--- src/rtl/uart_pkg.sv ---
// Shared types and constants for the UART burst transmitter.
package uart_pkg;

    typedef enum logic [2:0] {
        IDLE,
        LOAD,
        SEND,
        NEXT,
        DONE
    } state_t;

    localparam int CLKS_115200 = 868;
    localparam int CLKS_9600   = 10416;

    function automatic int frame_bits(input int dw, input int pe, input int sb);
        return 1 + dw + pe + sb;
    endfunction

endpackage

--- src/rtl/uart_tx_core.sv ---
// Frame serialiser: start bit, data LSB first, optional parity, stop bits.
// Owns the baud and bit counters; TXD is registered.
module uart_tx_core
    import uart_pkg::*;
#(
    parameter int DATA_W       = 8,
    parameter int CLKS_PER_BIT = CLKS_115200,
    parameter int PARITY_EN    = 0,
    parameter int STOP_BITS    = 1
) (
    input  logic              clk,
    input  logic              rst,
    input  logic              load,
    input  logic [DATA_W-1:0] data,
    input  logic              par,
    output logic              txd,
    output logic              frame_end
);

    localparam int FRAME = frame_bits(DATA_W, PARITY_EN, STOP_BITS);
    localparam int CNT_W = $clog2(CLKS_PER_BIT);
    localparam int BIT_W = $clog2(FRAME);

    logic [FRAME-1:0] sh;
    logic [FRAME-1:0] frame;
    logic [CNT_W-1:0] cnt;
    logic [BIT_W-1:0] bitn;
    logic             active;
    logic             bit_end;

    always_comb begin
        frame           = '1;
        frame[0]        = 1'b0;
        frame[DATA_W:1] = data;
        if (PARITY_EN != 0) frame[DATA_W+1] = par;
    end

    assign bit_end   = active && (cnt == CNT_W'(CLKS_PER_BIT - 1));
    assign frame_end = bit_end && (bitn == BIT_W'(FRAME - 1));

    // The output register lags the shifter by one cycle, so the sequencer's
    // NEXT cycle overlaps the last stop-bit cycle on the line.
    always_ff @(posedge clk or posedge rst) begin
        if (rst) begin
            sh     <= '1;
            cnt    <= '0;
            bitn   <= '0;
            active <= 1'b0;
            txd    <= 1'b1;
        end else begin
            txd <= active ? sh[0] : 1'b1;
            if (load) begin
                sh     <= frame;
                cnt    <= '0;
                bitn   <= '0;
                active <= 1'b1;
            end else if (bit_end) begin
                sh   <= {1'b1, sh[FRAME-1:1]};
                cnt  <= '0;
                bitn <= bitn + 1'b1;
                if (frame_end) active <= 1'b0;
            end else if (active) begin
                cnt <= cnt + 1'b1;
            end
        end
    end

endmodule

--- src/rtl/uart_burst_tx.sv ---
// Burst UART transmitter: byte buffer, sequencer FSM, abort latch,
// one-shot and repeat modes on top of uart_tx_core.
module uart_burst_tx
    import uart_pkg::*;
#(
    parameter int DATA_W       = 8,
    parameter int DEPTH        = 16,
    parameter int ADDR_W       = 4,
    parameter int CLKS_PER_BIT = CLKS_115200,
    parameter int PARITY_EN    = 0,
    parameter int STOP_BITS    = 1
) (
    input  logic              CLK100MHZ,
    input  logic              reset,
    input  logic              wr_en,
    input  logic [ADDR_W-1:0] wr_addr,
    input  logic [DATA_W-1:0] wr_data,
    input  logic [ADDR_W:0]   len,
    input  logic              start,
    input  logic              repeat_en,
    input  logic              abort,
    output logic              TXD,
    output logic              busy,
    output logic              done,
    output logic [ADDR_W-1:0] byte_idx
);

    state_t            st;
    state_t            nxt;
    logic [DATA_W-1:0] mem [DEPTH];
    logic [DATA_W-1:0] rd;
    logic [ADDR_W-1:0] idx;
    logic [ADDR_W:0]   len_q;
    logic              rep_q;
    logic              abort_q;
    logic              zdone_q;
    logic              accept;
    logic              last;
    logic              stop_now;
    logic              core_load;
    logic              frame_end;

    always_ff @(posedge CLK100MHZ) begin
        if (wr_en) mem[wr_addr] <= wr_data;
    end

    // Asynchronous read: a same-edge write lands after the fetch.
    assign rd       = mem[idx];
    assign accept   = (st == IDLE) && start && (len != '0);
    assign last     = ({1'b0, idx} == len_q - 1'b1);
    assign stop_now = abort_q || abort || (last && !rep_q);

    always_comb begin
        nxt       = st;
        core_load = 1'b0;
        unique case (st)
            IDLE: if (accept) nxt = LOAD;
            LOAD: begin
                core_load = 1'b1;
                nxt       = SEND;
            end
            SEND: if (frame_end) nxt = NEXT;
            NEXT: nxt = stop_now ? DONE : LOAD;
            DONE: nxt = IDLE;
            default: nxt = IDLE;
        endcase
    end

    always_ff @(posedge CLK100MHZ or posedge reset) begin
        if (reset) begin
            st      <= IDLE;
            idx     <= '0;
            len_q   <= '0;
            rep_q   <= 1'b0;
            abort_q <= 1'b0;
            zdone_q <= 1'b0;
        end else begin
            st      <= nxt;
            zdone_q <= (st == IDLE) && start && (len == '0);
            if (accept) begin
                idx   <= '0;
                len_q <= len;
                rep_q <= repeat_en;
            end else if (st == NEXT && !stop_now) begin
                idx <= last ? '0 : idx + 1'b1;
            end
            if (st == IDLE) abort_q <= 1'b0;
            else if (busy && abort) abort_q <= 1'b1;
        end
    end

    assign busy     = (st == LOAD) || (st == SEND) || (st == NEXT);
    assign done     = (st == DONE) || zdone_q;
    assign byte_idx = idx;

    uart_tx_core #(
        .DATA_W      (DATA_W),
        .CLKS_PER_BIT(CLKS_PER_BIT),
        .PARITY_EN   (PARITY_EN),
        .STOP_BITS   (STOP_BITS)
    ) u_core (
        .clk      (CLK100MHZ),
        .rst      (reset),
        .load     (core_load),
        .data     (rd),
        .par      (^rd),
        .txd      (TXD),
        .frame_end(frame_end)
    );

endmodule

--- config.mk ---
export PLATFORM = sky130hd
export DESIGN_NAME = uart_burst_tx
export DESIGN_NICKNAME = d
export VERILOG_FILES = /design/src/rtl/uart_pkg.sv /design/src/rtl/uart_tx_core.sv /design/src/rtl/uart_burst_tx.sv
export SDC_FILE = /design/constraint.sdc
export NUM_CORES = 1
export LEC_CHECK = 0
export ABC_CLOCK_PERIOD_IN_PS = 5050
export BUFFER_PORTS_ARGS = -buffer_cell sky130_fd_sc_hd__buf_2
export CAP_MARGIN = 15
export CELL_PAD_IN_SITES_DETAIL_PLACEMENT = 1
export CELL_PAD_IN_SITES_GLOBAL_PLACEMENT = 1
export CORE_AREA = 10 10 136 138
export DETAILED_ROUTE_END_ITERATION = 12
export DIE_AREA = 0 0 146 148
export PLACE_DENSITY_LB_ADDON = 0.1
export SLEW_MARGIN = 20
export SYNTH_ARGS = -nofsm -noshare
export SYNTH_HDL_FRONTEND = slang
export SYNTH_SLANG_ARGS = --single-unit
--- constraint.sdc ---
create_clock -name CLK100MHZ -period 5.05 [get_ports CLK100MHZ]
set_input_delay 0.2525 -clock CLK100MHZ [delete_from_list [all_inputs] [get_ports CLK100MHZ]]
set_output_delay 0.2525 -clock CLK100MHZ [all_outputs]
set_load 0.1 [all_outputs]
[Word level (Yosys, flattened, before mapping)]
Memories as Yosys holds them, arrays and structs flattened.
Cells that the tools add are included.
Storage, ports and cells
  RAM bits: 128
  memories kept: 1
  word-level logic and storage cells: 73
  register bits after elaboration: 41
Memory list
  mem: words 16, bits a word 8, read ports 1, clocked after memory_dff 0, write ports 1, line uart_burst_tx.sv:30  | logic [DATA_W-1:0] mem [DEPTH];
Operators by class
  muxes and demuxes: 23
  reduce and logical (&&, ||, !) cells: 25
  add/subtract/negate cells: 4
  eq/ne operators: 9
Operator list (count)
  10-bit 2-to-1 mux: 5
  4-bit 2-to-1 mux: 5
  3-bit case mux with 4 select lines: 1
  10-bit by 1-bit adder with 10-bit output, second input constant: 1
  10-bit equality test, second input constant: 1
  1-bit 2-to-1 mux: 9
  3-bit 2-to-1 mux: 3
  4-bit by 1-bit adder with 4-bit output, second input constant: 2
  1-bit logical AND: 8
  2-bit nonzero test: 4
  3-bit by 2-bit equality test with 1-bit output, second input constant: 2
  4-bit by 5-bit equality test with 1-bit output: 1
  5-bit zero test: 1
  1-bit logical OR: 5
  5-bit nonzero test: 1
  5-bit by 1-bit subtractor with 5-bit output, second input constant: 1
  4-bit equality test, second input constant: 1
  2-bit != test, second input constant: 2
  2-bit AND reduction: 2
  3-bit by 1-bit equality test with 1-bit output, second input constant: 1
  3-bit equality test, second input constant: 1
  3-bit zero test: 1
  3-bit nonzero test: 1
  1-bit zero test: 2

[Logic depth before layout (Yosys ltp)]
Gate-level depths: netlist of the first run.
  depth in word-level cells: 8
  depth in mapped cells: 7
  gate-level depth less buffers: 7

[By module]
From an unflattened synthesis of the first run, not the netlist that was laid out.
Second synthesis, totals
  cell total of the unflattened synthesis: 461
  area, all modules: 7185.6 um^2
Modules (own cells, without submodules)
  uart_burst_tx: times used 1, cells an instance 326, area an instance 5858.1 um^2
  uart_tx_core: times used 1, cells an instance 135, area an instance 1327.5 um^2

[Worst setup path after synthesis of the first run]
OpenSTA, ideal clock, no wires.
  kind: register -> register
  from: register idx[0], in the netlist byte_idx[0]
  to: register u_core.sh[1]
  setup time: 0.097 ns
  path slack: 2.512 ns
  data arrival time: 2.441 ns
  period minus slack after synthesis: 2.538 ns
  cell stages (with the launch flop): 7
  cell sequence: dfrtp_1 buf_4 buf_4 buf_4 mux4_2 mux2i_1 a31oi_2
On the way
  longest elaborated chain between the ends: 2
RTL lines
  start, declared: line uart_burst_tx.sv:32  | logic [ADDR_W-1:0] idx;
  start signal, assigned: line uart_burst_tx.sv:85  | idx <= last ? '0 : idx + 1'b1;
  memory read 16 x 8 bit
  10-bit 2-to-1 mux: line uart_tx_core.sv:52  | if (load) begin
  end signal, assigned: line uart_tx_core.sv:53  | sh <= frame;
  end signal, assigned: line uart_tx_core.sv:58  | sh <= {1'b1, sh[FRAME-1:1]};
  end, declared: line uart_tx_core.sv:24  | logic [FRAME-1:0] sh;
No other way between the ends.
A chain may end at the register's enable or synchronous reset.

[Final worst setup path of the first run]
  from: register idx[0], in the netlist byte_idx[0]
  to: register u_core.sh[8]
The elaborated chain is that of the path after synthesis.

==> impl_metrics.env, run 1 <==
export IMPL_gp_congestion=0.700
export IMPL_startpoint_type="flip-flop"
export IMPL_worstPathArrival_ns=2.80
export IMPL_clk_pin_slew_worst_paths_ns=0.07
export IMPL_antenna_found_initial=2
export IMPL_critPathCaptureType="flip-flop"
export IMPL_synth_area_top_cells="edfxtp_1 55%, dfrtp_1 11%, mux4_2 11%"
export IMPL_netlist_instances=406
export IMPL_viasPerCell=5.36
export IMPL_via_count=3591
export IMPL_clkPwrFrac_pct=31.3
export IMPL_seqPwrFrac_pct=44.4
export IMPL_syn_cell_area_um2=7000
export IMPL_grt_pass1_wl_um=23000
export IMPL_period_share_pct=48.7
export IMPL_initialDrtViolationCount=158
export IMPL_peakVddDrop_uv=358
export IMPL_syn_num_nets=434
export IMPL_synth_seq_cells=168
export IMPL_worstPathMaxFanout=20
export IMPL_drv_slew=0
export IMPL_post_place_ws_ns=2.51
export IMPL_diodes=0
export IMPL_cts_tree="yes"
export IMPL_initial_utilization_pct=44.5
export IMPL_ys_flop_type="edfxtp_1"
export IMPL_yosys_warnings=0
export IMPL_port_buffers=29
export IMPL_clock_tree_root_cell="clkbuf_16"
export IMPL_fin_crit_ns=2.46
export IMPL_drc=0
export IMPL_antenna_left=0
export IMPL_p_int_mw=2.79
export IMPL_synth_edff_count=128
export IMPL_core_area_um2=15700
export IMPL_cts_buffers=17
export IMPL_required_ns=5.39
export IMPL_grt_pass1_vias=3974
export IMPL_mostFrequentLayoutCells="128 x edfxtp_1, 38 x nor2_1, 33 x mux4_2"
export IMPL_dpl_hpwl_um=9250
export IMPL_tns_ns=0
export IMPL_num_io_pins=30
export IMPL_fp_row_count=46
export IMPL_rsz0062_at_grt="no"
export IMPL_htree_levels=4
export IMPL_hold_viol=0
export IMPL_yosysSeqAreaShare_pct=69.4
export IMPL_p_sw_mw=1.29
export IMPL_mostFrequentLayoutCell="edfxtp_1"
export IMPL_post_drt_wl_per_cell_um=21.6
export IMPL_grt_overflow_total=0
export IMPL_fin_ws_ns=2.59
export IMPL_power_frac_comb_pct=24.3
export IMPL_die_area_um2=21600
export IMPL_drive_gt1_share_pct=31.5
export IMPL_status="completed"
export IMPL_drtPass1Iterations=4
export IMPL_fill_cells=1480
export IMPL_finalSetupViolations=0
export IMPL_grt_util_all_layers_pct=14.0
export IMPL_grt_max_degree=41
export IMPL_cts_path_max_buffers=2
export IMPL_wl_um=14400
export IMPL_power_leakage_nw=2.78
export IMPL_tightest_slew_ns=1.08
export IMPL_dieWidth_um=146
export IMPL_skew_ns=0.0130
export IMPL_hp_class="in -> reg"
export IMPL_insertion_delay_ns=0.43
export IMPL_switching_share_pct=31.6
export IMPL_async_flop_share_pct=23.8
export IMPL_fmax_ghz=0.406
export IMPL_drv_cap=0
export IMPL_cts_sinks=168
export IMPL_crit_type="reg -> reg"
export IMPL_die_h_um=148
export IMPL_max_slew_margin_pct=28.3
export IMPL_synth_top_cell_area_share_pct=54.9
export IMPL_syn_avg_cell_area_um2=17.2
export IMPL_syn_to_final_growth_pct=13.8
export IMPL_yosys_area_top_type="edfxtp_1"
export IMPL_nets=470
export IMPL_powerDensity_nw_per_um2=512
export IMPL_synth_distinct_cells=49
power by group through the flow:
stage	clock network, mW	registers [mW]	logic, mW
detailed placement	0	1.84	1.00
finish	1.28	1.81	0.992
global route	1.37	1.84	1.09
global placement	0	1.84	0.986
floorplan	0	1.83	0.799
CTS	1.31	1.82	1.01
metal layers:
layer | global-route usage (%) | routed length (µm) | share of wire [%] | vias up
li1 | - | - | - | 1646
met1 | 17.4 | 6490 | 45 | 1865
met2 | 22.9 | 7140 | 49 | 59
met3 | 4.27 | 640 | 4.4 | 17
met4 | 4.40 | 151 | 1.0 | 4
met5 | 0 | 25 | 0.17 | -
Yosys cell counts (2+ instances only):
| cell type | instances |
|---|---|
| a21o_1 | 4 |
| buf_4 | 5 |
| dfrtp_1 | 30 |
| nand4_1 | 3 |
| buf_2 | 4 |
| nor2_1 | 39 |
| clkbuf_1 | 8 |
| inv_1 | 7 |
| dfstp_2 | 10 |
| nor3b_1 | 2 |
| mux2i_1 | 10 |
| a21oi_1 | 5 |
| ha_1 | 5 |
| edfxtp_1 | 128 |
| nand2b_1 | 3 |
| o22ai_1 | 8 |
| xor2_1 | 7 |
| xnor2_1 | 11 |
| mux4_2 | 33 |
| and3_1 | 2 |
| o21ai_0 | 2 |
| a31oi_1 | 6 |
| nand3b_1 | 4 |
| nor2b_1 | 2 |
| nor3_1 | 11 |
| nand3_1 | 6 |
| nand2_1 | 11 |
| a32o_1 | 2 |
| mux2_2 | 18 |
critical path, cell delays in order (launching register included):
cell and delay (ns):
dfrtp_2 0.74, buf_4 0.47, mux4_2 0.55, mux4_2 0.47, inv_1 0.07, a21oi_1 0.06
cell families (layout without fill, tap and decap cells):
family                     after synthesis  after routing  share of synthesized area, %
DFF                                    168            168                          69.4
and+or+nand+nor                         94             94                          6.99
muxes                                   62             62                          15.2
AOI/OAI and AO/OA                       32             32                          3.20
buffers and inverters                   27             75                          2.09
xor gates and xnor gates                18             18                          2.25
adders and majority gates                5              5                         0.894
cell type report:
cell class	instances	area, µm²	share of cell area, %
Tap cell	216	270	3.39
Timing Repair Buffer	37	208	2.61
Clock buffer	17	425	5.34
Multi-Input combinational cell	211	2020	25.3
Sequential cell	168	4860	61.0
Inverter	7	26.3	0.330
Clock inverter	14	156	1.96
path summary, 6_finish.rpt:
| check | startpoint | to | slack [ns] | cells past startpoint |
|---|---|---|---|---|
| max in group asynchronous | reset | byte_idx[0]$_DFFE_PP0P_ | 4.15 | 4 |
| worst max register to register | byte_idx[0]$_DFFE_PP0P_ | u_core.sh[8]$_DFFE_PP1P_ | 2.59 | 5 |
| worst min register to register | u_core.sh[0]$_DFFE_PP1P_ | u_core.txd$_DFF_PP1_ | 0.50 | 1 |
| worst max-delay path | byte_idx[0]$_DFFE_PP0P_ | u_core.sh[8]$_DFFE_PP1P_ | 2.59 | 5 |
| worst min-delay path | start | zdone_q$_DFF_PP0_ | 0.06 | 3 |
| min in group asynchronous | reset | len_q[3]$_DFFE_PP0P_ | 0.50 | 4 |
per-stage QoR:
stage	std cells	utilization, %	power (mW)	hold slack, ns	area (µm²)
finish	670	50.7	4.08	0.0589	7960
global route	670	50.7	4.30	0.0577	7960
CTS	670	50.7	4.14	0.0340	7960
detailed placement	638	46.9	2.85	0.418	7370
global placement	638	46.9	2.82	0.420	7370
floorplan	406	-	2.63	0.351	7000
what timing repair did:
action                                 4_1_cts  5_1_grt
setup buffers                                0        0
gates resized for setup                      0        0
setup endpoints to repair                    0        0
hold buffers                                 1        0
endpoints found under the hold margin       30        0
state kept, by name, summed over array words and instances (netlist names):
name	count
mem	128
u_core.cnt	10
u_core.sh	9
len_q	5
byte_idx	4
u_core.bitn	4
st	3
abort_q	1
rep_q	1
u_core.active	1
u_core.txd	1
zdone_q	1
No activity file was read; power rests on OpenSTA's default activity.
==> inputs of run 2 (changes only) <==
Settings changed: ABC_CLOCK_PERIOD_IN_PS 5050 to 2200.
Clock period 5.05 ns to 2.2 ns, I/O delays scaled along.
==> impl_metrics.env, run 2 (synthesized netlist as in run 1, its figures left out) <==
export IMPL_worstPathArrival_ns=2.29
export IMPL_hold_viol=0
export IMPL_regMostFlops="mem"
export IMPL_largest_register_ffs=128
export IMPL_critical_path_buf_inv_count=1
export IMPL_grt_pass1_vias=4160
export IMPL_antenna_found_initial=0
export IMPL_power_leakage_nw=2.93
export IMPL_nets=501
export IMPL_fin_area_um2=8210
export IMPL_fill_cells=1485
export IMPL_powerDensity_nw_per_um2=1150
export IMPL_initialDrtViolationCount=168
export IMPL_clock_tree_root_cell="clkbuf_16"
export IMPL_htree_levels=4
export IMPL_syn_to_final_growth_pct=17.3
export IMPL_finalSetupViolations=0
export IMPL_status="completed"
export IMPL_placed_cell_area_um2=7550
export IMPL_grt_overflow_total=0
export IMPL_switching_share_pct=31.4
export IMPL_grt_util_all_layers_pct=14.2
export IMPL_p_int_mw=6.51
export IMPL_dieWidth_um=146
export IMPL_startpoint_type="flip-flop"
export IMPL_diodes=0
export IMPL_period_share_pct=90.4
export IMPL_via_count=3745
export IMPL_hp_class="in -> reg"
export IMPL_critPathCaptureType="flip-flop"
export IMPL_antenna_left=0
export IMPL_top_regs="mem (128), u_core.cnt (10), u_core.sh (9)"
export IMPL_max_slew_margin_pct=61.5
export IMPL_num_io_pins=30
export IMPL_die_area_um2=21600
export IMPL_drive_gt1_share_pct=33.4
export IMPL_critPathMaxStageDelay_ns=0.45
export IMPL_cts_buffers=17
export IMPL_rsz0062_at_grt="no"
export IMPL_cts_hold_buffers=10
export IMPL_power_frac_comb_pct=26.8
export IMPL_clk_pin_slew_worst_paths_ns=0.07
export IMPL_worstPathCellList="inv_1, ha_1, nand3b_1, a21oi_1, o311a_1, a21o_1, a32o_1"
export IMPL_die_h_um=148
export IMPL_worstPathMaxFanout=7
export IMPL_mostFrequentLayoutCell="edfxtp_1"
export IMPL_core_area_um2=15700
export IMPL_viasPerCell=5.34
export IMPL_cts_sinks=168
export IMPL_post_drt_wl_per_cell_um=21.0
export IMPL_grt_max_degree=33
export IMPL_cts_tree="yes"
export IMPL_wl_um=14700
export IMPL_drtPass1Iterations=4
export IMPL_cp_top_family="compound AO/OA/AOI/OAI gates"
export IMPL_fin_crit_ns=1.99
export IMPL_multiInputGateArea_um2=2000
export IMPL_peakVddDrop_uv=708
export IMPL_skew_ns=0.00806
export IMPL_drv_cap=0
export IMPL_mostFrequentLayoutCells="128 x edfxtp_1, 39 x nor2_1, 33 x mux4_2"
export IMPL_seq_area_um2=4860
export IMPL_crit_type="reg -> reg"
export IMPL_post_cts_buffers=0
export IMPL_grt_pass1_wl_um=23600
export IMPL_initial_utilization_pct=44.5
export IMPL_drv_slew=0
export IMPL_tightest_slew_ns=0.575
export IMPL_dpl_hpwl_um=9670
export IMPL_fmax_ghz=0.503
export IMPL_required_ns=2.50
export IMPL_fp_row_count=46
export IMPL_gp_congestion=0.744
export IMPL_clkPwrFrac_pct=30.2
export IMPL_seqPwrFrac_pct=43.1
export IMPL_crit_path_top_delay_cell="o311a_1"
export IMPL_port_buffers=29
export IMPL_cts_path_max_buffers=2
export IMPL_p_sw_mw=2.98
export IMPL_tns_ns=0
export IMPL_drc=0
export IMPL_insertion_delay_ns=0.42
export IMPL_cts_resized=0
==> run 2: path summary, 6_finish.rpt <==
path,slack (ns),end,cells after the start,from
max in group asynchronous,1.26,u_core.sh[0]$_DFFE_PP1P_,4,reset
min in group asynchronous,0.26,len_q[3]$_DFFE_PP0P_,3,reset
hold reg to reg,0.51,u_core.txd$_DFF_PP1_,1,u_core.sh[0]$_DFFE_PP1P_
setup reg to reg,0.21,byte_idx[1]$_DFFE_PP0P_,7,len_q[0]$_DFFE_PP0P_
hold / removal,0.07,mem[9][5]$_DFFE_PP_,1,wr_data[5]
setup / recovery,0.21,byte_idx[1]$_DFFE_PP0P_,7,len_q[0]$_DFFE_PP0P_
==> run 2: area by class of cell <==
type	instances	share of cell area [%]
clock buffer	17	5.18
clock inverter	14	1.69
inverter	7	0.320
multi-input combinational	211	24.3
sequential	168	59.2
tap	216	3.29
timing repair buffer	68	5.94
==> run 2: per-stage QoR <==
stage                     std cells  total power [mW]  worst slack (ns)  util (%)  hold WS, ns
after floorplan                 406              6.04            0.0155         -        0.209
after global placement          660              6.67             0.248      48.0        0.161
after detailed placement        660              6.71             0.227      48.0        0.173
after CTS                       701              9.60             0.208      52.3       0.0632
after global routing            701              9.98             0.111      52.3       0.0766
final                           701              9.48             0.210      52.3       0.0723
==> run 2: per-layer routing <==
layer | vias to the layer above | routed length (µm) | track usage [%]
met5 | - | 0 | 0
met4 | 0 | 143 | 3.95
met3 | 12 | 569 | 3.72
met2 | 75 | 7250 | 23.2
met1 | 1947 | 6760 | 18.5
li1 | 1711 | - | -
==> run 2: power groups by stage <==
stage | Combinational, mW | Sequential (mW) | Clock, mW
2_1_floorplan | 1.83 | 4.21 | 0
3_3_place_gp | 2.52 | 4.15 | 0
3_5_place_dp | 2.56 | 4.15 | 0
4_1_cts | 2.59 | 4.09 | 2.92
5_1_grt | 2.78 | 4.14 | 3.06
6_report | 2.54 | 4.08 | 2.86
==> run 2: worst reg2reg max path, delay by kind of cell (launching register included) <==
| family | cells | cell delay (ns) |
|---|---|---|
| buf+inv | 1 | 0.08 |
| compound gates | 4 | 1.01 |
| simple gates | 1 | 0.13 |
| flops | 1 | 0.44 |
| fa+ha+maj | 1 | 0.20 |
